### config.mk
export PLATFORM = sky130hd
export DESIGN_NAME = uart_tx_sched
export DESIGN_NICKNAME = d
export VERILOG_FILES = /design/src/rtl/uart_sched_pkg.sv /design/src/rtl/uart_tx_sched_rr_pick.sv /design/src/rtl/uart_tx_sched.sv
export SDC_FILE = /design/constraint.sdc
export NUM_CORES = 1
export LEC_CHECK = 0
export BUFFER_PORTS_ARGS = -buffer_cell sky130_fd_sc_hd__buf_4
export CAP_MARGIN = 25
export CORE_MARGIN = 5
export CORE_UTILIZATION = 46
export CTS_CLUSTER_DIAMETER = 60
export DETAILED_ROUTE_END_ITERATION = 16
export GPL_ROUTABILITY_DRIVEN = 0
export GPL_TIMING_DRIVEN = 0
export PLACE_DENSITY = 0.77
export SYNTH_ARGS = -nofsm -noshare
export SYNTH_HDL_FRONTEND = slang
export SYNTH_SLANG_ARGS = --single-unit
### constraint.sdc
create_clock -name clk -period 3.18 [get_ports clk]
set_input_delay 0.318 -clock clk [delete_from_list [all_inputs] [get_ports clk]]
set_output_delay 0.318 -clock clk [all_outputs]
set_load 0.03 [all_outputs]
### src/rtl/uart_sched_pkg.sv
// uart_sched_pkg: shared state encoding and constants for the UART transmit scheduler
package uart_sched_pkg;
  typedef enum logic [1:0] {IDLE = 2'd0, SEND = 2'd1, BUSY = 2'd2, HOLD = 2'd3} state_t;
  localparam int ACK_TIMEOUT_DEF = 1023;
  localparam logic [7:0] TX_DATA_RST = 8'hFF;
endpackage

### src/rtl/uart_tx_sched_rr_pick.sv
// rr_pick: rotate-priority picker, first set req at or after ptr (cyclic)
//   req : request vector
//   ptr : highest-priority index
//   gnt : one-hot winner, 0 when no request
//   any : at least one request present
module rr_pick #(
  parameter int N = 4
) (
  input  logic [N-1:0]         req,
  input  logic [$clog2(N)-1:0] ptr,
  output logic [N-1:0]         gnt,
  output logic                 any
);
  logic [$clog2(N)-1:0] idx;
  // Walk from the lowest-priority offset down so the closest request to ptr wins last.
  always_comb begin
    gnt = '0;
    idx = '0;
    for (int k = N - 1; k >= 0; k--) begin
      idx = ($clog2(N))'((int'(ptr) + k) % N);
      if (req[idx]) begin
        gnt = '0;
        gnt[idx] = 1'b1;
      end
    end
  end
  assign any = |req;
endmodule

### src/rtl/uart_tx_sched.sv
// uart_tx_sched: packet-level round-robin scheduler sharing one UART transmitter
//   clk, rst      : clock, synchronous active-high reset
//   req_valid/req_data/req_last : per-requester byte offer (byte i at [8i+7:8i])
//   req_ready     : byte i consumed this cycle
//   grant         : one-hot packet owner, 0 when free
//   tx_dataready, tx_data : start request and held byte to the transmitter
//   tx_rts        : transmitter status, low while a frame is accepted/in progress
//   err_timeout   : one-cycle pulse when a start request is abandoned
module uart_tx_sched
  import uart_sched_pkg::*;
#(
  parameter int NUM_REQ     = 4,
  parameter int ACK_TIMEOUT = ACK_TIMEOUT_DEF
) (
  input  logic                   clk,
  input  logic                   rst,
  input  logic [NUM_REQ-1:0]     req_valid,
  input  logic [8*NUM_REQ-1:0]   req_data,
  input  logic [NUM_REQ-1:0]     req_last,
  output logic [NUM_REQ-1:0]     req_ready,
  output logic [NUM_REQ-1:0]     grant,
  output logic                   tx_dataready,
  output logic [7:0]             tx_data,
  input  logic                   tx_rts,
  output logic                   err_timeout
);
  localparam int PW = $clog2(NUM_REQ);
  localparam int CW = $clog2(ACK_TIMEOUT + 1);
  state_t state, state_n;
  logic [PW-1:0] ptr, owner, win, sel, rel_ptr;
  logic [CW-1:0] cnt;
  logic last_q, pick_any, take, timeout, release_lock;
  logic [NUM_REQ-1:0] pick_gnt;
  logic [7:0] bytes [NUM_REQ];
  for (genvar i = 0; i < NUM_REQ; i++) assign bytes[i] = req_data[8*i +: 8];
  rr_pick #(.N(NUM_REQ)) u_pick (
    .req (req_valid),
    .ptr (ptr),
    .gnt (pick_gnt),
    .any (pick_any)
  );
  always_comb begin
    win = '0;
    for (int i = 0; i < NUM_REQ; i++) if (pick_gnt[i]) win = PW'(i);
  end
  // While a packet is locked only the owner is looked at; otherwise the picker decides.
  assign sel = (state == HOLD) ? owner : win;
  assign take = (state == IDLE && tx_rts && pick_any) || (state == HOLD && req_valid[owner]);
  assign timeout = state == SEND && tx_rts && cnt == CW'(ACK_TIMEOUT);
  assign release_lock = timeout || (state == BUSY && tx_rts && last_q);
  assign rel_ptr = (owner == PW'(NUM_REQ - 1)) ? '0 : owner + 1'b1;
  assign req_ready = take ? (NUM_REQ'(1) << sel) : '0;
  assign grant = (state == IDLE) ? '0 : (NUM_REQ'(1) << owner);
  assign tx_dataready = state == SEND;
  assign err_timeout = timeout;
  always_comb begin
    state_n = state;
    unique case (state)
      IDLE: state_n = take ? SEND : IDLE;
      SEND: state_n = !tx_rts ? BUSY : (timeout ? IDLE : SEND);
      BUSY: state_n = tx_rts ? (last_q ? IDLE : HOLD) : BUSY;
      HOLD: state_n = take ? SEND : HOLD;
    endcase
  end
  always_ff @(posedge clk) begin
    if (rst) begin
      state   <= IDLE;
      ptr     <= '0;
      owner   <= '0;
      cnt     <= '0;
      last_q  <= 1'b0;
      tx_data <= TX_DATA_RST;
    end else begin
      state <= state_n;
      if (take) begin
        tx_data <= bytes[sel];
        last_q  <= req_last[sel];
        owner   <= sel;
      end
      if (release_lock) ptr <= rel_ptr;
      cnt <= (state == SEND) ? cnt + CW'(cnt != CW'(ACK_TIMEOUT)) : '0;
    end
  end
endmodule

# Word level (Yosys, flattened, before mapping)
# Cells that the tools add are included.
[totals]
ff_bits = 25
inputBits = 43
out_inout_bits = 18
elab_cells = 89
[classes]
addsub = 5
magnitude_cmp = 11
eq_ne = 6
n_shift = 2
mux = 41
n_bitwise = 2
n_reduce_logical = 16
[op_table]
columns = ["operator", "count"]
rows = [
  ["2-to-1 mux 4 bit", 6],
  ["less-than comparator 2 x 3 -> 1 bit (second input constant)", 6],
  ["binary-select mux 8 bit (select 2 bit)", 1],
  ["2-to-1 mux 2 bit", 8],
  ["2-to-1 mux 8 bit", 2],
  ["2-to-1 mux 1 bit", 13],
  ["binary-select mux 1 bit (select 2 bit)", 6],
  ["logical AND 1 bit", 11],
  ["adder 10 x 1 -> 10 bit", 1],
  ["== test 10 bit (second input constant)", 1],
  ["inequality test 10 bit (second input constant)", 1],
  ["demux 1 bit (select 2 bit)", 4],
  ["greater-or-equal comparator 2 x 1 -> 1 bit (second input constant)", 4],
  ["one-hot mux 2 bit (4 select lines)", 1],
  ["left shift 1 x 2 -> 4 bit (first input constant)", 2],
  ["== test 2 bit (second input constant)", 3],
  ["adder 2 x 1 -> 2 bit (second input constant)", 2],
  ["adder 2 bit (second input constant)", 2],
  ["OR reduction 4 bit", 1],
  ["greater-or-equal comparator 3 bit (second input constant)", 1],
  ["inverter 2 -> 3 bit", 1],
  ["== test 2 x 1 -> 1 bit (second input constant)", 1],
  ["logical NOT 2 bit", 1],
  ["logical OR 1 bit", 2],
  ["other kinds (2)", 2],
]

# Longest topological paths before layout
[logic_depth]
word_depth = 17
depth_mapped = 11
depth_no_buf = 9

# By module
# A second synthesis with hierarchy kept.
[unflattened]
cells_unflattened = 200
hier_area_um2 = 1915.6
[by_module_without_submodules]
columns = ["mod", "n_inst", "cells_each", "area_each_um2", "seq_area_each_um2"]
rows = [
  ["uart_tx_sched", 1, 152, 1496.4, 500.5],
  ["rr_pick", 1, 48, 419.2, 0.0],
]

# Worst setup path after synthesis
# No wires, ideal clock.
[synth_timing]
path_type = "register -> output"
start = "register ptr[0]"
end = "output port req_ready[1]"
arrival_time_ps = 3000
required_time_ps = 2862
path_slack_ps = -138
path_stages_with_launch = 11
path_buffers = 2
cell_sequence = "dfxtp_1 -> buf_2 -> inv_1 -> ha_1 -> mux4_2 -> a31o_1 -> a221oi_1 -> o21a_1 -> a22oi_4 -> clkbuf_1 -> nor2_1"
[synth_between]
elab_chain_cells = 15
word_cells_on_any_way = 41
cone_classes = "add/sub: 3; order compare: 8; shift: 1; mux: 25; reduce/logical: 4"
[synth_rtl]
columns = ["element", "line", "rtl"]
rows = [
  ["start: declaration", "uart_tx_sched.sv:30", "logic [PW-1:0] ptr, owner, win, sel, rel_ptr;"],
  ["start signal: assignment", "uart_tx_sched.sv:80", "if (release_lock) ptr <= rel_ptr;"],
  ["adder 2 bit", "uart_tx_sched_rr_pick.sv:20", "idx = ($clog2(N))'((int'(ptr) + k) % N);"],
  ["less-than comparator 2 x 3 -> 1 bit (implied by the code) or greater-or-equal comparator 2 x 1 -> 1 bit (tied branches)", "uart_tx_sched_rr_pick.sv:23", "gnt[idx] = 1'b1;"],
  ["logical AND 1 bit (implied by the code)", "uart_tx_sched_rr_pick.sv:23", ""],
  ["2-to-1 mux 1 bit (implied by the code)", "uart_tx_sched_rr_pick.sv:23", ""],
  ["demux 1 bit (select 2 bit)", "--", ""],
  ["2-to-1 mux 4 bit (3 in a row)", "uart_tx_sched_rr_pick.sv:21", "if (req[idx]) begin"],
  ["2-to-1 mux 4 bit *", "uart_tx_sched_rr_pick.sv:21", ""],
  ["2-to-1 mux 1 bit", "uart_tx_sched.sv:44", "for (int i = 0; i < NUM_REQ; i++) if (pick_gnt[i]) win = PW'(i);"],
  ["2-to-1 mux 2 bit", "uart_tx_sched.sv:44", ""],
  ["2-to-1 mux 2 bit *", "uart_tx_sched.sv:44", ""],
  ["2-to-1 mux 2 bit *", "uart_tx_sched.sv:47", "assign sel = (state == HOLD) ? owner : win;"],
  ["left shift 1 x 2 -> 4 bit *", "uart_tx_sched.sv:52", "assign req_ready = take ? (NUM_REQ'(1) << sel) : '0;"],
  ["2-to-1 mux 4 bit *", "uart_tx_sched.sv:52", ""],
  ["end: declaration", "uart_tx_sched.sv:20", "output logic [NUM_REQ-1:0] req_ready,"],
]
# Every way passes the cells marked *; elsewhere a longest branch is shown, timed or not. The select of a mux whose other input is x is not followed.

# Worst setup path after layout
[layout_timing]
start = "register ptr[0]"
end = "output port req_ready[2]"
# Same word-level chain as after synthesis.

==> summary.md <==
| Metric | Value |
|---|---|
| Initial antenna violation count | `0` |
| Root Buffer | `clkbuf_8` |
| Post-synth EDFFs | `0` |
| Max Cap Violations | `0` |
| Pre-CTS WS | `-0.517 ns` |
| Dpl hpwl | `between 3000 and 4000 um` |
| Number of DRC markers in iteration 0 | `~130` |
| Die area | `5330 um2` |
| Setup TNS | `0 ns` |
| Status | `completed` |
| Antenna cells | `0` |
| Most used cell, CP | `buf_4` |
| FFs w/ async S/R, synth | `0` |
| Compound-Gate Fraction of Synth Area | `0.236` |
| CP Class | `flip-flop to output port` |
| Worst Skew | `0.00734 ns` |
| Overall routed net length | `~5100 um` |
| Vias in the first global route | `roughly 1700` |
| Synthesized Nets | `~280` |
| Antenna viol nets, final | `0` |
| Drc violations | `0` |
| Die width | `roughly 73 um` |
| WL/cell | `about 15 um` |
| Nature of the critical path startpoint | `flip-flop` |
| Fraction of layout cells with a size suffix above 1 | `0.361` |
| Ys Warns | `0` |
| Initial Util | `0.487` |
| Clock Tree Buf Depth | `2` |
| Pleak | `1.13 nW` |
| Max Fanout on Critical Path | `6` |
| Routed vias/inst | `approximately 5.6` |
| I/O pin cnt | `a little over 60` |
| Total power | `approximately 850 uW` |
| Dominant synthesized flop cell | `dfxtp_1` |
| Power per cell area | `between 300 and 400 nW/um2` |
| Largest family of logic cells by synthesized area | `compound AO/OA/AOI/OAI gates` |
| Core ar. | `3740 um2` |
| Worst Path Buf+Inv | `4` |
| Max Fclk | `around 0.32 GHz` |
| Flop and latch count out of synthesis | `25` |
| Post-Synth Simple-Gate Area | `0.211` |
| Post-Synthesis Cells | `about 220` |
| Hold Crit Class | `input port to flip-flop` |
| Worst EP arrival | `roughly 2.8 ns` |
| Cells along the critical path | `buf_8 -> clkinvlp_4 -> ha_4 -> mux4_2 -> a31o_1 -> a221oi_2 -> o311ai_4 -> buf_4 -> a22o_1 -> nor2_1 -> buf_4` |
| Crit share post-route | `0.980` |
| Filler Cells Inserted | `roughly 310` |
| Worst Hold Slack | `0.263 ns` |
| Worst relative slew slack | `0.634` |
| Clk slew on worst S/H paths | `around 0.10 ns` |
| Via count | `approximately 1900` |
| Multiplexer share of the synthesized area | `0.109` |
| CTS tree | `yes` |
| Post-Synthesis Cell Area | `1820 um2` |
| Worst EP required | `~2.9 ns` |
| Gr ovfl total | `0` |
| GRT Total Usage | `0.185` |
| PortBufs | `60` |
| FP Rows | `22` |
| Average cell area after synthesis | `about 8.4 um2` |
| Die Height | `~73 um` |
| Final Critical Period | `between 3 and 4 ns` |
| Unique cell type count in the Yosys netlist | `46` |
| Nets | `between 300 and 400` |
| Critical path's slowest cell | `dfxtp_4` |
| Xor-xnor portion of the synthesized cell area | `0.0288` |
| Post-Place Cell Area | `2340 um2` |
| Final Cell Area | `2620 um2` |
| CP endpoint kind | `output port` |
| Maximum VDD drop | `between 0.2 and 0.3 mV` |
| Final Hold Viols | `0` |
| RSZ-0062 raised after global routing | `true` |
| H-tree Lvls | `1` |
| Slew Viols, Final | `0` |
| # setup viols final | `0` |
| Cts hold-fix bufs | `0` |
| Largest net degree at the start of global routing | `17` |
| Clk_lat worst skew | `0.27 ns` |
| Transition time of the tightest slew-check pin | `approximately 0.53 ns` |
| Slack of the critical path | `0.0623 ns` |
| Area delta synth->final | `43.6%` |
| Register area share after synthesis | `0.274` |
| DR pass1 iterations | `4` |
| CP delay by family, top | `compound AO/OA/AOI/OAI gates` |
| First-pass GRT wire length | `between 7000 and 8000 um` |
| Clock Sinks | `25` |
| Cts bufs inserted | `3` |
| Crit path largest cell delay | `around 0.36 ns` |
| Post-synthesis adder-cell area fraction | `0.0960` |
[worst reg2reg max path: stages, from the launching register on]
cell,delay (ns)
dfxtp_4,0.36
buf_8,0.11
clkinvlp_4,0.10
ha_4,0.31
mux4_2,0.36
a31o_1,0.22
a221oi_2,0.26
o311ai_4,0.19
a22oi_4,0.18
buf_4,0.21
buf_4,0.19
mux2i_1,0.22
o221ai_1,0.14
[Yosys cell counts, types with 2 or more instances]
cell type,n,area share
dfxtp_1,25,0.27
nand2_1,19,0.039
nor2_1,19,0.039
nand3_1,18,0.049
a21oi_1,14,0.038
ha_1,14,0.096
inv_1,12,0.025
mux2i_1,12,0.066
a22oi_1,6,0.025
nor2b_1,5,0.017
o2111ai_1,5,0.024
xor2_1,5,0.024
and3_1,4,0.014
clkbuf_1,4,0.0082
nand2b_1,4,0.014
or3_1,4,0.014
buf_2,3,0.0082
mux2_2,3,0.019
o21a_1,3,0.012
o21ai_0,3,0.0082
o221ai_1,3,0.014
a211oi_1,2,0.0082
a221oi_1,2,0.0096
a31o_1,2,0.0096
mux4_2,2,0.025
nand4_1,2,0.0069
o21ai_1,2,0.0055
o21bai_1,2,0.0082
o22ai_1,2,0.0069
[logic make-up (layout without fill, tap and decap cells)]
| family | after synthesis | after routing |
|---|---|---|
| multiplexers | 17 | 17 |
| XOR/XNOR | 6 | 6 |
| buffers and inverters | 20 | 101 |
| AND/OR/NAND/NOR | 80 | 80 |
| flip-flops | 25 | 25 |
| adder cells (fa/ha/maj) | 14 | 14 |
| AO/OA/AOI/OAI | 56 | 56 |
[power by group]
group          switching [mW]  internal, mW
Sequential             0.0167         0.331
Clock                   0.107        0.0918
Combinational           0.161         0.147
Total                   0.285         0.569
[metal layers]
layer  routed length [um]  GRT usage  up-vias
li1                     -          -      968
met1                 2310      0.250      883
met2                 2250      0.297       77
met3                  458     0.0537        8
met4                   74     0.0307        0
met5                    0          0        -
[area by class of cell]
class,instances,area (um2),share of cell area
inverter,12,48.8,0.0186
timing repair buffer,77,586,0.223
multi-input combinational,173,1300,0.498
sequential,25,508,0.194
tap,48,60.1,0.0229
clock inverter,1,8.76,0.00334
buffer,8,63.8,0.0244
clock buffer,3,41.3,0.0158
[registers in the layout (all words and copies together) (netlist names)]
register  count
last_q        1
ptr           2
state         2
owner         2
tx_data       8
cnt          10
[stage by stage]
stage | utilization | std cells
floorplan | - | 218
global placement | 0.625 | 326
detailed placement | 0.625 | 326
CTS | 0.673 | 337
global route | 0.700 | 347
finish | 0.700 | 347
[placed cells by master, fill, tap and decap left out, types with 3 or more instances in the layout]
master     synthesis  routed
nand2_1           19      18
mux2_2             3       3
o21ai_0            3       3
xor2_1             5       5
inv_1             12      10
dfxtp_1           25      23
ha_1              14      13
buf_6              0       3
nor2b_1            5       5
nand2b_1           4       4
o2111ai_1          5       5
nand3_1           18      18
mux2i_1           12      11
clkbuf_1           4       3
nor2_1            19      17
a22oi_1            6       6
and3_1             4       4
or3_1              4       4
o21a_1             3       3
o221ai_1           3       3
clkbuf_8           0       4
buf_4              1      76
a21oi_1           14      13
[what timing repair did]
item	4_1_cts	5_1_grt
pin swaps	4	7
buffers inserted	7	10
gates resized for setup	16	8
cloned	0	0
setup endpoints to repair	15	5
endpoints found under the hold margin	0	0
[worst paths after layout]
check | start | to | slack (ns) | depth (start not counted)
min | rst | last_q$_SDFFE_PP0P_ | 0.26 | 2
min reg2reg | tx_data[3]$_SDFFE_PP1P_ | tx_data[3]$_SDFFE_PP1P_ | 0.49 | 2
max reg2reg | ptr[0]$_SDFFE_PP0P_ | tx_data[5]$_SDFFE_PP1P_ | 0.23 | 12
max | ptr[0]$_SDFFE_PP0P_ | req_ready[2] | 0.06 | 11
(Power assumes the default switching activity.)
